`src/rtl/sdram_access_arbiter_if.sv`:
```
// Handshake bundle between the SDRAM access arbiter, the display line-tag side,
// the single-word user port and the SDRAM controller call/done pins.
interface sdram_access_arbiter_if #(
  parameter int unsigned Y_W = 10
);
  logic           iLineStrobe;
  logic [Y_W-1:0] iLineY;
  logic [1:0]     iCall;
  logic [1:0]     oDone;
  logic [2:0]     oCall;
  logic [2:0]     iDone;
  logic [23:0]    oAddrPage;
  logic           oBusy;
  logic           oOverrun;
  logic           oTimeout;
  logic           iClear;

  // Arbiter side
  modport master (
    input  iLineStrobe, iLineY, iCall, iDone, iClear,
    output oDone, oCall, oAddrPage, oBusy, oOverrun, oTimeout
  );

  // Environment side: display, user port and controller
  modport slave (
    output iLineStrobe, iLineY, iCall, iDone, iClear,
    input  oDone, oCall, oAddrPage, oBusy, oOverrun, oTimeout
  );
endinterface

```
`src/rtl/sdram_access_arbiter.sv`:
```
// Grants the SDRAM controller's page-read / write / read call channels to either
// the queued VGA line refills or the single-word user port, one grant at a time.
module sdram_access_arbiter #(
  parameter int unsigned Y_W         = 10,
  parameter int unsigned LINE_SHIFT  = 9,
  parameter int unsigned STARVE_MAX  = 4,
  parameter int unsigned TIMEOUT_CYC = 1023
) (
  input logic                    clk,
  input logic                    rst_n,
  sdram_access_arbiter_if.master bus
);

  localparam int unsigned ADDR_W = 24;
  localparam int unsigned TMR_W  = $clog2(TIMEOUT_CYC + 1);
  localparam int unsigned STV_W  = $clog2(STARVE_MAX + 1);

  typedef enum logic [1:0] {
    IDLE,
    GRANT,
    RECOVER
  } state_t;

  state_t         state;
  logic [Y_W-1:0] q0;
  logic [Y_W-1:0] q1;
  logic [1:0]     qCount;
  logic [TMR_W-1:0] tmr;
  logic [STV_W-1:0] starve;

  logic       userPend;
  logic       starved;
  logic       grantDone;
  logic       grantExpire;
  logic       grantEnd;
  logic       pagePop;
  logic       pickUser;
  logic       pickPage;
  logic       overrunSet;
  logic [1:0] userPick;

  // Grant completion: matching done bit, or the wait budget runs out
  assign userPend    = |bus.iCall;
  assign starved     = (starve == STV_W'(STARVE_MAX));
  assign grantDone   = (state == GRANT) && (|(bus.iDone & bus.oCall));
  assign grantExpire = (state == GRANT) && !grantDone && (tmr == TMR_W'(TIMEOUT_CYC - 1));
  assign grantEnd    = grantDone || grantExpire;
  assign pagePop     = grantEnd && bus.oCall[2];

  // Priority: starved user, then line refill, then write, then read
  assign pickUser   = (state == IDLE) && userPend && (starved || (qCount == 2'd0));
  assign pickPage   = (state == IDLE) && !pickUser && (qCount != 2'd0);
  assign userPick   = bus.iCall[1] ? 2'b10 : 2'b01;
  assign overrunSet = bus.iLineStrobe && (qCount == 2'd2) && !pagePop;

  // Grant sequencing, call/done outputs and starvation counter
  always_ff @(posedge clk or negedge rst_n) begin
    if (!rst_n) begin
      state         <= IDLE;
      bus.oCall     <= '0;
      bus.oDone     <= '0;
      bus.oAddrPage <= '0;
      bus.oBusy     <= 1'b0;
      tmr           <= '0;
      starve        <= '0;
    end else begin
      bus.oDone <= '0;
      unique case (state)
        IDLE: begin
          if (pickUser) begin
            bus.oCall <= {1'b0, userPick};
            bus.oBusy <= 1'b1;
            tmr       <= '0;
            state     <= GRANT;
          end else if (pickPage) begin
            bus.oCall     <= 3'b100;
            bus.oAddrPage <= ADDR_W'(q0) << LINE_SHIFT;
            bus.oBusy     <= 1'b1;
            tmr           <= '0;
            state         <= GRANT;
          end
        end
        GRANT: begin
          if (grantEnd) begin
            // A timed-out user grant still releases its requester
            bus.oDone <= bus.oCall[1:0];
            bus.oCall <= '0;
            bus.oBusy <= 1'b0;
            state     <= RECOVER;
          end else begin
            tmr <= tmr + TMR_W'(1);
          end
        end
        RECOVER: state <= IDLE;
        default: state <= IDLE;
      endcase

      if (!userPend || pickUser) begin
        starve <= '0;
      end else if (pickPage && !starved) begin
        starve <= starve + STV_W'(1);
      end
    end
  end

  // Two-entry line FIFO; a pop in the same cycle frees room for the strobe
  always_ff @(posedge clk or negedge rst_n) begin
    if (!rst_n) begin
      q0     <= '0;
      q1     <= '0;
      qCount <= '0;
    end else if (pagePop && bus.iLineStrobe) begin
      if (qCount == 2'd2) begin
        q0 <= q1;
        q1 <= bus.iLineY;
      end else begin
        q0 <= bus.iLineY;
      end
    end else if (pagePop) begin
      q0     <= q1;
      qCount <= qCount - 2'd1;
    end else if (bus.iLineStrobe && (qCount != 2'd2)) begin
      if (qCount == 2'd0) begin
        q0 <= bus.iLineY;
      end else begin
        q1 <= bus.iLineY;
      end
      qCount <= qCount + 2'd1;
    end
  end

  // Sticky status flags; a new event outranks a simultaneous clear
  always_ff @(posedge clk or negedge rst_n) begin
    if (!rst_n) begin
      bus.oOverrun <= 1'b0;
      bus.oTimeout <= 1'b0;
    end else begin
      bus.oOverrun <= (bus.oOverrun && !bus.iClear) || overrunSet;
      bus.oTimeout <= (bus.oTimeout && !bus.iClear) || grantExpire;
    end
  end

endmodule

```
`src/flat_wrapper.sv`:
```
// flat-port wrapper written by rule: the top's interface ports become plain ports
module sdram_access_arbiter_flat 
#(
  parameter int unsigned Y_W         = 10,
  parameter int unsigned LINE_SHIFT  = 9,
  parameter int unsigned STARVE_MAX  = 4,
  parameter int unsigned TIMEOUT_CYC = 1023
)
  (clk, rst_n, bus_iLineStrobe, bus_iLineY, bus_iCall, bus_iDone, bus_iClear, bus_oDone, bus_oCall, bus_oAddrPage, bus_oBusy, bus_oOverrun, bus_oTimeout);
  sdram_access_arbiter_if #(.Y_W(Y_W)) bus_i ();
  input logic clk;
  input logic rst_n;
  input wire logic [$bits(bus_i.iLineStrobe)-1:0] bus_iLineStrobe;
  input wire logic [$bits(bus_i.iLineY)-1:0] bus_iLineY;
  input wire logic [$bits(bus_i.iCall)-1:0] bus_iCall;
  input wire logic [$bits(bus_i.iDone)-1:0] bus_iDone;
  input wire logic [$bits(bus_i.iClear)-1:0] bus_iClear;
  output wire logic [$bits(bus_i.oDone)-1:0] bus_oDone;
  output wire logic [$bits(bus_i.oCall)-1:0] bus_oCall;
  output wire logic [$bits(bus_i.oAddrPage)-1:0] bus_oAddrPage;
  output wire logic [$bits(bus_i.oBusy)-1:0] bus_oBusy;
  output wire logic [$bits(bus_i.oOverrun)-1:0] bus_oOverrun;
  output wire logic [$bits(bus_i.oTimeout)-1:0] bus_oTimeout;
  assign bus_i.iLineStrobe = bus_iLineStrobe;
  assign bus_i.iLineY = bus_iLineY;
  assign bus_i.iCall = bus_iCall;
  assign bus_i.iDone = bus_iDone;
  assign bus_i.iClear = bus_iClear;
  assign bus_oDone = bus_i.oDone;
  assign bus_oCall = bus_i.oCall;
  assign bus_oAddrPage = bus_i.oAddrPage;
  assign bus_oBusy = bus_i.oBusy;
  assign bus_oOverrun = bus_i.oOverrun;
  assign bus_oTimeout = bus_i.oTimeout;
  sdram_access_arbiter #(.Y_W(Y_W), .LINE_SHIFT(LINE_SHIFT), .STARVE_MAX(STARVE_MAX), .TIMEOUT_CYC(TIMEOUT_CYC)) u_core (.clk(clk), .rst_n(rst_n), .bus(bus_i));
endmodule
```
`config.mk`:
```
export PLATFORM = sky130hd
export DESIGN_NAME = sdram_access_arbiter_flat
export DESIGN_NICKNAME = d
export VERILOG_FILES = /design/src/rtl/sdram_access_arbiter_if.sv /design/src/rtl/sdram_access_arbiter.sv /design/src/flat_wrapper.sv
export SDC_FILE = /design/constraint.sdc
export NUM_CORES = 1
export LEC_CHECK = 0
export ABC_AREA = 1
export CORE_MARGIN = 4
export CORE_UTILIZATION = 53
export CTS_CLUSTER_DIAMETER = 100
export DETAILED_ROUTE_END_ITERATION = 10
export GPL_TIMING_DRIVEN = 0
export PLACE_DENSITY = 0.76
export REMOVE_ABC_BUFFERS = 1
export SETUP_SLACK_MARGIN = 0.05
export SYNTH_ARGS = -nofsm -noshare
export SYNTH_HDL_FRONTEND = slang
export SYNTH_SLANG_ARGS = --single-unit
```
`constraint.sdc`:
```
create_clock -name clk -period 2.25 [get_ports clk]
set_clock_uncertainty 0.05 [all_clocks]
set_input_delay 0.5625 -clock clk [delete_from_list [all_inputs] [get_ports clk]]
set_output_delay 0.5625 -clock clk [all_outputs]
set_load 0.01 [all_outputs]
```
== Word-level counts from Yosys, hierarchy flattened ==
Cells that the tools add are included.
W data, S select, Z words.

* Flip-flop bits (word level): 55
* Input bits: 19
* Output and inout bits: 32

* Add/subtract/negate cells: 4
* Equality and inequality tests: 11
* Muxes and demuxes: 33
* Bitwise logic cells: 3
* Reductions and logical operators: 44

{| class="wikitable"
|+ Operator list
! operator !! count
|-
| $mux W10 || 13
|-
| $pmux W10 S2 || 1
|-
| $mux W2 || 8
|-
| $logic_and A1 B1 Y1 || 15
|-
| $mux W3 || 5
|-
| $add A10 B1 Y10 const B || 1
|-
| $eq A10 B10 Y1 const B || 1
|-
| $reduce_bool A2 Y1 || 5
|-
| $reduce_and A3 Y1 || 3
|-
| $ne A2 B2 Y1 const B || 4
|-
| $logic_not A1 Y1 || 6
|-
| $pmux W3 S2 || 1
|-
| $reduce_and A2 Y1 || 3
|-
| $reduce_bool A3 Y1 || 2
|-
| $logic_or A1 B1 Y1 || 5
|-
| $logic_not A2 Y1 || 2
|-
| $ne A2 B1 Y1 const B || 2
|-
| $pmux W2 S2 || 1
|-
| $reduce_and A4 Y1 || 1
|-
| $add A3 B1 Y3 const B || 1
|-
| $and A3 B3 Y3 || 1
|-
| $eq A3 B3 Y1 const B || 1
|-
| $mux W1 || 3
|-
| $ne A3 B1 Y1 const B || 1
|-
| other kinds (8) || 9
|}

== Longest topological paths before layout ==
* Depth after elaboration: 11
* Mapped depth: 13
* Gate-level depth less buffers: 13

== Least setup slack after synthesis ==
Ideal clock, no wire load.

* Path type: flip-flop to flip-flop
* From: register u_core.tmr[0]
* To: register u_core.tmr[4]
* Arrival: 1.603 ns
* Required time: 2.081 ns
* Setup slack: 0.478 ns
* Cell stages (with the launch flop): 13
* Path buffers: 1
* Period minus slack after synthesis: 1.772 ns
* Cells stage by stage: dfrtp_1 inv_1 ha_1 inv_1 nor2_1 nand3_2 a21oi_4 inv_2 nand2_4 nand2_4 buf_6 a21oi_1 nor2_1

* Longest elaborated chain between the ends: 5
* Elaborated cells on any way between the ends: 8
* Those cells by class: 1 x add/sub; 2 x eq/ne; 2 x mux; 3 x reduce/logical

{| class="wikitable"
|+ RTL lines
! what !! line !! RTL
|-
| start, declared || sdram_access_arbiter.sv:28 || <nowiki>logic [TMR_W-1:0] tmr;</nowiki>
|-
| start signal, assigned || sdram_access_arbiter.sv:91 || <nowiki>tmr <= tmr + TMR_W'(1);</nowiki>
|-
| branches (longest 5 deep; another with $add A10 B1 Y10) || n/a ||
|}

Several ways; the timed one is not identified. The select of a mux whose other input is x is not followed.
A chain may end at the register's enable or synchronous reset.

== Worst setup path after layout ==
* From: register u_core.bus.oCall[2]
* To: output bus_oCall[2]

{| class="wikitable"
|+ RTL lines
! what !! line !! RTL
|-
| start, declared || sdram_access_arbiter_if.sv:21 || <nowiki>output oDone, oCall, oAddrPage, oBusy, oOverrun, oTimeout</nowiki>
|-
| start signal, assigned || sdram_access_arbiter.sv:71 || <nowiki>bus.oCall <= {1'b0, userPick};</nowiki>
|-
| end, declared || flat_wrapper.sv:19 || <nowiki>output wire logic [$bits(bus_i.oCall)-1:0] bus_oCall;</nowiki>
|}

No word-level cell between the ends.

==> results.py <==
metrics = {
    "timing": {
        "finalHoldViolCount": 0,
        "tightest_slew_ns": 0.570,
        "rsz0062_at_grt": "false",
        "hold_ws_ns": 0.106,
        "drv_slew": 0,
        "relSlewSlack": 0.620,
        "max_freq_ghz": 0.470,
        "timing.final.crit_share": 0.946,
        "setup_viol": 0,
        "min_period_ns": 2.13,
        "setup_ws_ns": 0.121,
    },
    "critical_path": {
        "worstPathCellList": "clkdlybuf4s50_1",
        "cp_max_fo": 26,
        "slowest_stage": "dfrtp_4",
        "start_kind": "flip-flop",
        "slowest_delay_ns": 0.61,
        "crit_path_end_kind": "output port",
        "worstPathRequired_ns": 1.64,
        "crit_buf_inv": 1,
        "critPathTopFamily": "flip-flops",
        "crit_type": "flip-flop to output port",
        "crit_arrival_ns": 1.52,
    },
    "placed_design": {
        "numPortBuffers": 36,
        "dp_hpwl_um": 4290,
        "dp_slack_ns": -0.969,
        "gp_congestion": 0.807,
    },
    "die": {
        "die_h_um": 82.6,
        "die_area_sq_mm": 0.00683,
        "io_pins": 51,
        "initial_utilization": 0.564,
        "rows": 26,
        "core-area_sq_mm": 0.00524,
        "die_w_um": 82.6,
    },
    "clocking": {
        "cts_buffer_depth": 2,
        "cts.sinks": 55,
        "cts_buffers": 5,
        "cts.htree.levels": 2,
        "clk_pin_slew_ns": 0.09,
        "cts_tree": "done",
        "holdBufCountCts": 0,
        "clockRootBuffer": "clkbuf_8",
        "clk_latency_ns": 0.30,
    },
    "route": {
        "routed_wl_um": 6290,
        "drtAntennaViolNets": 0,
        "wl_per_cell_um": 13.5,
        "firstDrtPassIters": 6,
        "drc": 0,
        "first_iter_violations": 152,
        "avgViaCountPerCell": 5.27,
        "vias": 2459,
    },
    "synthesis": {
        "synthCells": 362,
        "synth_top_area_share": 0.466,
        "synth_area_sq_mm": 0.00295,
        "ys_ff_latch": 55,
        "syn_avg_cell_area_sq_um": 8.16,
        "synth_area_leaders": "dfrtp_1 47%, nand2_1 12%, nand3_1 6.1%",
        "synth_top_area_cell": "dfrtp_1",
        "yosysWarnings": 0,
        "ys_types": 30,
        "ys_seq_area_frac": 0.466,
    },
    "power_and_ir_drop": {
        "peakVddDrop_uv": 563,
        "p_per_area_mw_per_mm2": 1330,
        "power_leakage_nw": 1.63,
    },
    "grt": {
        "grt_max_degree": 43,
        "gr-total-overflow": 0,
        "grt_pass1_vias": 2197,
        "antenna_found_initial": 0,
        "grt_pass1_wl_um": 10200,
        "grt.total_usage": 0.194,
    },
    "outcome": {
        "outcome": "finished, final reports clean",
    },
    "final_layout": {
        "drive_gt1_frac": 0.113,
        "fillers": 421,
        "antenna_cells": 0,
        "syn_to_final_growth_pct": 18.8,
        "nets": 420,
    },
    "flow_run": {
        "drv_cap": 0,
    },
    "hold_path": {
        "hold_class": "input pin to asynchronous set/reset pin",
    },
}
## per-stage QoR
| stage | TNS (ns) | util | total power [W] | cell area (sq um) | std cells |
|---|---|---|---|---|---|
| floorplan | -1.10 | - | 0.00306 | 2820 | 347 |
| global placement | -76.34 | 0.624 | 0.00371 | 3270 | 453 |
| detailed placement | -21.37 | 0.626 | 0.00381 | 3280 | 454 |
| CTS | 0 | 0.661 | 0.00455 | 3460 | 467 |
| global route | 0 | 0.670 | 0.00502 | 3510 | 467 |
| finish | 0 | 0.670 | 0.00465 | 3510 | 467 |
## power breakdown
part	internal [W]	leakage [nW]	switching [W]	total [W]
clock	0.000326	0.0513	0.000295	0.000622
sequential	0.00141	0.681	0.000327	0.00174
combinational	0.000922	0.901	0.00137	0.00229
total	0.00266	1.63	0.00199	0.00465
## cells in the mapped netlist
cell type	instances
nor2_2	2
a21oi_4	1
xor2_1	3
buf_4	15
nand2_4	3
buf_2	6
inv_1	35
buf_6	2
clkbuf_1	5
or2_2	1
and3_1	1
mux2_2	10
ha_1	4
nand2_1	95
dfrtp_1	55
a21oi_2	1
o22ai_1	1
a21oi_1	4
nand4_1	22
xnor2_1	2
conb_1	1
o21ai_1	9
nand3_1	36
nor2_1	19
o21ai_0	21
nand3_2	1
nand2_2	1
inv_2	2
nor4_1	1
nor3_1	3
## placed cells by master (no fill, tap or decap), drive strengths merged, types with 2 or more instances in the layout
cell type	instances
nand4	22
xnor2	2
inv	36
nand3	37
dfrtp	55
buf	7
nand2	99
ha	4
nor3	3
xor2	3
conb	14
mux2	10
clkbuf	6
clkdlybuf4s50	34
nor2	21
a21oi	7
o21ai	30
## layer usage
| metal | vias up | global-route usage | part of all wire | wire, um |
|---|---|---|---|---|
| met4 | 0 | 0.0686 | 0.016 | 103 |
| met5 | - | 0 | 0 | 0 |
| li1 | 1226 | - | - | - |
| met2 | 82 | 0.320 | 0.48 | 3030 |
| met3 | 12 | 0.0282 | 0.058 | 366 |
| met1 | 1139 | 0.260 | 0.44 | 2790 |
## sequential cells by signal, summed over array words and instances, names as in the netlist
signal	cells
u_core.qCount	2
u_core.bus.oBusy	1
u_core.q0	10
u_core.bus.oDone	2
u_core.state	2
u_core.bus.oCall	3
u_core.q1	10
u_core.tmr	10
u_core.bus.oAddrPage	10
u_core.bus.oOverrun	1
u_core.bus.oTimeout	1
u_core.starve	3
## logic make-up (layout without fill, tap and decap cells)
group / after synthesis / after routing / synth area share
flops: 55 / 55 / 0.466
simple gates: 185 / 185 / 0.285
compound gates: 37 / 38 / 0.0682
fa+ha+maj: 4 / 4 / 0.0169
xor+xnor: 5 / 5 / 0.0148
mux: 10 / 10 / 0.0381
buf+inv: 65 / 86 / 0.109
other cells: 1 / 14 / 0.00127
## path summary, 6_finish.rpt
check | startpoint | to | slack [ns] | cells past startpoint
worst min-delay path | rst_n | u_core.tmr[5] | 0.11 | 1
worst max-delay path | u_core.bus.oCall[2] | bus_oCall[2] | 0.12 | 1
min in group clk | u_core.q0[6] | u_core.q0[6] | 0.45 | 2
worst min register to register | u_core.q0[6] | u_core.q0[6] | 0.45 | 2
worst max register to register | u_core.bus.oCall[2] | u_core.tmr[5] | 0.15 | 12
max in group asynchronous | rst_n | u_core.bus.oCall[2] | 1.51 | 2
## what timing repair did
action / 4_1_cts / 5_1_grt
setup endpoints to repair: 39 / 31
gates resized for setup: 11 / 8
hold endpoints to repair: 0 / 0
cloned: 1 / 0
buffers inserted: 5 / 0
pin swaps: 2 / 1
## area by class of cell
cell class / instances / area [sq um] / area share
inverters: 37 / 143 / 0.0407
clock inverters: 1 / 30.0 / 0.00856
clock buffers: 6 / 72.6 / 0.0207
repair buffers: 42 / 415 / 0.118
well taps: 70 / 87.6 / 0.0250
flip-flops and latches: 55 / 1380 / 0.394
multi-input cells: 256 / 1380 / 0.393
(Power assumes the default switching activity.)
==> RTL edit 1: new RTL, same flow settings <==
Reset style: synchronous (`rst_n`), changed in 3 clocked blocks.
--- a/src/rtl/sdram_access_arbiter.sv
+++ b/src/rtl/sdram_access_arbiter.sv
@@ -54,7 +54,7 @@
   assign overrunSet = bus.iLineStrobe && (qCount == 2'd2) && !pagePop;
 
   // Grant sequencing, call/done outputs and starvation counter
-  always_ff @(posedge clk or negedge rst_n) begin
+  always_ff @(posedge clk) begin
     if (!rst_n) begin
       state         <= IDLE;
       bus.oCall     <= '0;
@@ -104,7 +104,7 @@
   end
 
   // Two-entry line FIFO; a pop in the same cycle frees room for the strobe
-  always_ff @(posedge clk or negedge rst_n) begin
+  always_ff @(posedge clk) begin
     if (!rst_n) begin
       q0     <= '0;
       q1     <= '0;
@@ -130,7 +130,7 @@
   end
 
   // Sticky status flags; a new event outranks a simultaneous clear
-  always_ff @(posedge clk or negedge rst_n) begin
+  always_ff @(posedge clk) begin
     if (!rst_n) begin
       bus.oOverrun <= 1'b0;
       bus.oTimeout <= 1'b0;
Check against the original RTL: differs if rst_n is asserted again (counterexample within 4 cycles, from zero or initial values and one cycle with rst_n low); with rst_n held inactive, the same outputs for 10 cycles.
==> RTL edit 1 against the original RTL <==
Area after synthesis fell by 2.8%. Setup slack improved by 0.089 ns. Worst hold slack improved by 0.29 ns. Final area fell by 5.4%. Sequential cell count did not move. Critical path depth rose by 7. Routed wire length fell by 3.6%. Sequential share of layout area fell by 6.1 points. Count of clock-buffer cells in the layout fell by 1. Critical path type is now in -> reg.
Power is not compared: it rests on default switching activity, and its combinational part moved more than twofold at a synthesized area within 25%.
==> RTL edit 1: results (changes against the original RTL) <==
* Cell family with most CP delay: buffers and inverters (was flip-flops)
* Power Internal at 0.001517 W
* Placed cell areas at 3188 um^2 (was 3281 um^2)
* Met3 usage at 0.03289 (was 0.02820)
* Status: finished clean (unchanged)
* VDD IR max at 0.0003612 V
* Vias in the first global route at 2267 (was 2197)
* Met2 WL at 2943 um (was 3028 um)
* Metal1 wirelength at 2884 um (was 2791 um)
* R2R cell count at 11 (was 12)
* Met1 Track Usage GR at 0.2392 (was 0.2597)
* Worst r2r src: u_core.tmr[0] (was u_core.bus.oCall[2])
* M2 GR Usage at 0.3388 (was 0.3197)
* Worst skew pair latency at 0.31 ns
* Pre-CTS worst setup slack at -1.166 ns (was -0.9686 ns)
* DR WL/cell at 11.64 um (was 13.47 um)
* Global-route wire length before repair at 10120 um (was 10170 um)
* Drt pass-1 iters at 6 (unchanged)
* CP Data Arrival Time at 2.20 ns (was 1.52 ns)
* Ys flop type: dfxtp_1 (was dfrtp_1)
* Share of layout cells above drive strength 1 at 0.08869 (was 0.1134)
* Area contributors post-synth: dfxtp_1, nand2_1, nor2_1 (was dfrtp_1, nand2_1, nand3_1)
* Largest net degree at the start of global routing at 36 (was 43)
* Measured slew at the worst slew-check pin at 0.6467 ns (was 0.5696 ns)
* Worst r2r dst: u_core.q1[8] (was u_core.tmr[5])
* DR vias at 2556 (was 2459)
* Global placement routability congestion at 0.8516 (was 0.8074)
* Worst path slowest cell: clkdlybuf4s15_2 (was dfrtp_4)
* Share of flip-flops with an asynchronous set or reset at 0 (was 1.000)
* Yosys cell types at 29 (was 30)
* Nets at 473 (was 420)
* Worst Hold Class: reg -> reg (was in -> async)
* Post-synthesis sequential area ratio at 0.3836 (was 0.4661)
* Fin util at 0.6418 (was 0.6696)
* Worst reg2reg setup slack at 0.23 ns (was 0.15 ns)
* Initial DRC count at 112 (was 152)
* Wire length on met3 at 189 um (was 366 um)
* DP HPWL at 4244 um (was 4287 um)
* Crit-path max cell delay at 0.42 ns (was 0.61 ns)
* Total GRT Usage at 0.1912 (was 0.1937)
* CP Max Fanout at 17 (was 26)
==> RTL edit 1: layout make-up <==
| cell class | instances | area [um^2] |
|---|---|---|
| clock buffer | 5 | 68.82 |
| inverter | 48 | 185.2 |
| timing repair buffer | 37 | 370.4 |
| fill | 491 | 1853 |
| multi-input combinational | 303 | 1479 |
| clock inverter | 3 | 26.28 |
| tap | 70 | 87.58 |
| sequential | 55 | 1102 |
==> RTL edit 1: logic make-up (layout without fill, tap and decap cells) <==
logic type,Yosys count,in the layout,synth area share
AND/OR/NAND/NOR,201,201,0.3038
AO/OA/AOI/OAI,76,76,0.1443
buffers and inverters,76,93,0.1251
flip-flops,55,55,0.3836
XOR/XNOR,8,8,0.02441
adder cells (fa/ha/maj),4,4,0.01744
other,1,14,0.001307
==> RTL edit 1: power by group through the flow <==
| stage | combinational, W | clock (W) | sequential [W] |
|---|---|---|---|
| 6_report | 0.000582 | 0.000569 | 0.00113 |
| 5_1_grt | 0.000656 | 0.000640 | 0.00115 |
| 4_1_cts | 0.000577 | 0.000589 | 0.00113 |
| 3_5_place_dp | 0.000573 | 0 | 0.00116 |
| 3_3_place_gp | 0.000562 | 0 | 0.00115 |
| 2_1_floorplan | 0.000329 | 0 | 0.00117 |
==> RTL edit 1: repair_timing <==
| action | CTS | global route |
|---|---|---|
| gates resized for setup | 8 | 5 |
| pin swaps | 0 | 1 |
| buffers inserted | 0 | 1 |
| setup endpoints to repair | 39 | 28 |
==> RTL edit 1: worst reg2reg max path, stage by stage (launching register included) <==
cell and delay (ns):
dfxtp_1 0.36, inv_1 0.11, ha_1 0.16, inv_1 0.05
nor2_2 0.11, nand3_2 0.12, a21oi_4 0.32, nand2_4 0.19
nand3_1 0.13, nand2_2 0.15, nor2_1 0.12, nor2_1 0.06
==> RTL edit 1: stage by stage <==
stage          total power (W)  hold slack (ns)  instances
5_1_grt               0.002446           0.4303        521
6_report              0.002286           0.4004        521
3_5_place_dp          0.001728           0.3878        512
3_3_place_gp          0.001715           0.3818        512
2_1_floorplan         0.001494           0.4005        406
4_1_cts               0.002299           0.4051        520
==> RTL edit 1: worst max-delay path by stage <==
stage / from / slack [ns] / cells after the start / endpoint
finish: bus_iLineStrobe / 0.21 / 8 / u_core.q0[9]
global route: u_core.tmr[0] / 0.03 / 11 / u_core.q1[3]
CTS: bus_iCall[1] / 0.1 / 7 / u_core.bus.oAddrPage[17]
detailed placement: rst_n / -1.17 / 5 / u_core.starve[1]
global placement: rst_n / -1.14 / 5 / u_core.starve[0]
floorplan: u_core.qCount[1] / 0.42 / 7 / u_core.q1[0]
==> RTL edit 2: new RTL, same flow settings <==
Without the edit above. `STARVE_MAX` is set to 4 in 2 places; all go to 16.
--- a/src/rtl/sdram_access_arbiter.sv
+++ b/src/rtl/sdram_access_arbiter.sv
@@ -3,7 +3,7 @@
 module sdram_access_arbiter #(
   parameter int unsigned Y_W         = 10,
   parameter int unsigned LINE_SHIFT  = 9,
-  parameter int unsigned STARVE_MAX  = 4,
+  parameter int unsigned STARVE_MAX  = 16,
   parameter int unsigned TIMEOUT_CYC = 1023
 ) (
   input logic                    clk,
--- a/src/flat_wrapper.sv
+++ b/src/flat_wrapper.sv
@@ -3,7 +3,7 @@
 #(
   parameter int unsigned Y_W         = 10,
   parameter int unsigned LINE_SHIFT  = 9,
-  parameter int unsigned STARVE_MAX  = 4,
+  parameter int unsigned STARVE_MAX  = 16,
   parameter int unsigned TIMEOUT_CYC = 1023
 )
   (clk, rst_n, bus_iLineStrobe, bus_iLineY, bus_iCall, bus_iDone, bus_iClear, bus_oDone, bus_oCall, bus_oAddrPage, bus_oBusy, bus_oOverrun, bus_oTimeout);
Formal check against the unedited RTL: same outputs for any inputs over 10 cycles, from zero or initial values and one cycle with rst_n low; that may be too few to reach the edited logic, so the function may still have changed.
==> RTL edit 2 against the original RTL <==
Sequential cell count increased by 2. Sequential share of layout area down 0.74 points. Final cell count grew 11%. Area after synthesis rose by 5.2%. Final area rose by 5.6%. Setup slack better by 0.034 ns. Power rose by 1.9%. Highest routed layer unchanged. Routed wire length is 6.7% higher.
==> RTL edit 2: results (changes against the original RTL) <==
* Status: finished clean (unchanged)
* Initial antenna violation count at 0 (unchanged)
* Post-synthesis cell count at 406 (was 362)
* Ys Warns at 0 (unchanged)
* CP Data Arrival Time at 2.26 ns (was 1.52 ns)
* Measured slew at the worst slew-check pin at 0.6194 ns (was 0.5696 ns)
* CP Max Fanout at 5 (was 26)
* Share of layout cells above drive strength 1 at 0.08277 (was 0.1134)
* Worst r2r src: u_core.tmr[0] (was u_core.bus.oCall[2])
* Worst skew pair latency at 0.32 ns (was 0.30 ns)
* DR vias at 2696 (was 2459)
* Compound-cell area share of the yosys netlist at 0.06444 (was 0.06822)
* Leak Pwr at 1.846 nW (was 1.633 nW)
* H-tree depth at 3 (was 2)
* DP Cell Count at 496 (was 454)
* Pre-CTS worst setup slack at -0.8812 ns (was -0.9686 ns)
* Fillcell total at 493 (was 421)
* CTS clk-pin slew, worst paths at 0.06 ns (was 0.09 ns)
* Largest net degree at the start of global routing at 39 (was 43)
* Post-synthesis sequential area ratio at 0.4591 (was 0.4661)
* Synth cell count leaders: nand2_1, dfrtp_1, inv_1 (was nand2_1, dfrtp_1, nand3_1)
* Yosys cell types at 26 (was 30)
* Setup ws final at 0.1555 ns (was 0.1211 ns)
* Worst r2r dst: u_core.q1[1] (was u_core.tmr[5])
* Crit-path max cell delay at 0.41 ns (was 0.61 ns)
* Ys flop type: dfrtp_1 (unchanged)
* Switching power at 0.002035 W (was 0.001989 W)
* P_comb at 0.00225 W (was 0.00229 W)
* Worst path slowest cell: dfrtp_1 (was dfrtp_4)
* R2R cell count at 11 (was 12)
* VDD IR max at 0.0007036 V (was 0.0005634 V)
* Placed cell areas at 3416 um^2 (was 3281 um^2)
* Global-route wire length before repair at 11210 um (was 10170 um)
* Mux cell area share after synthesis at 0 (was 0.03814)
* Adder-Cell Fraction of Synth Area at 0.01611 (was 0.01695)
* P&R area growth vs syn at 19.21% (was 18.77%)
* Ant. Diodes at 0 (unchanged)
* CTS max path bufs at 2 (unchanged)
* Non-filler cells, final at 519 (was 467)
* Worst Hold Class: in -> async (unchanged)
* TritonCTS buffer count at 9 (was 5)
* Max-slew violation count at 0 (unchanged)
* Area contributors post-synth: dfrtp_1, nand2_1, nand3_1 (unchanged)
* Share of flip-flops with an asynchronous set or reset at 1.000 (unchanged)
* Total grt overflow at 0 (unchanged)
* Initial DRC count at 180 (was 152)
* Pwr Total at 0.004736 W (was 0.004648 W)
* Drt pass-1 iters at 4 (was 6)
* DP HPWL at 4375 um (was 4287 um)
* Clock Root Buffer: clkbuf_8 (unchanged)
* Total Wirelength at 6710 um (was 6290 um)
* Total GRT Usage at 0.1934 (was 0.1937)
* Buffers on Ports at 36 (unchanged)
* XOR/XNOR Fraction of Synth Area at 0.03101 (was 0.01483)
* Nets at 468 (was 420)
* Global placement routability congestion at 0.7912 (was 0.8074)
* Vias in the first global route at 2477 (was 2197)
* Total sequential power at 0.00171 W
* Crit Path Class: reg -> reg (was reg -> out)
RTL edit 2: kinds of logic (layout without fill, tap and decap cells):
group,Yosys count,count (layout)
AND/OR/NAND/NOR,217,217
AO/OA/AOI/OAI,37,38
buffers and inverters,79,106
flip-flops,57,57
adder cells (fa/ha/maj),4,4
other,1,14
XOR/XNOR,11,11
RTL edit 2: worst min-delay path by stage:
stage / start / to / slack [ns]
6_report: rst_n / u_core.tmr[6] / 0.14
2_1_floorplan: rst_n / u_core.bus.oAddrPage[10] / 0.22
4_1_cts: rst_n / u_core.tmr[6] / 0.14
5_1_grt: rst_n / u_core.tmr[6] / 0.15
3_5_place_dp: u_core.bus.oAddrPage[10] / u_core.bus.oAddrPage[10] / 0.42
3_3_place_gp: u_core.bus.oAddrPage[11] / u_core.bus.oAddrPage[11] / 0.42
RTL edit 2: final cells by class:
class                   count  share of cell area
well taps                  72             0.02432
clock inverters             1            0.001351
clock buffers              12             0.03919
flip-flops and latches     57              0.3861
multi-input cells         284              0.3811
repair buffers             46              0.1196
inverters                  47             0.04831
RTL edit 2: critical path: cells and delay by family (launching register included):
kind / cells / cell delay (ns)
buffers and inverters: 4 / 0.53
AO/OA/AOI/OAI: 2 / 0.45
adder cells (fa/ha/maj): 1 / 0.15
AND/OR/NAND/NOR: 4 / 0.38
flip-flops: 1 / 0.41
RTL edit 2: metal layers:
layer / vias to the layer above / share of wire / track usage
met5: - / 0 / 0
met4: 0 / 0.015 / 0.07482
met3: 8 / 0.073 / 0.05594
met2: 93 / 0.48 / 0.3011
met1: 1246 / 0.43 / 0.2553
li1: 1349 / - / -
RTL edit 2: what timing repair did:
action,CTS,global route
setup endpoints to repair,39,24
setup buffers,2,6
gates cloned,1,1
gates resized for setup,6,10
pin swaps,2,3
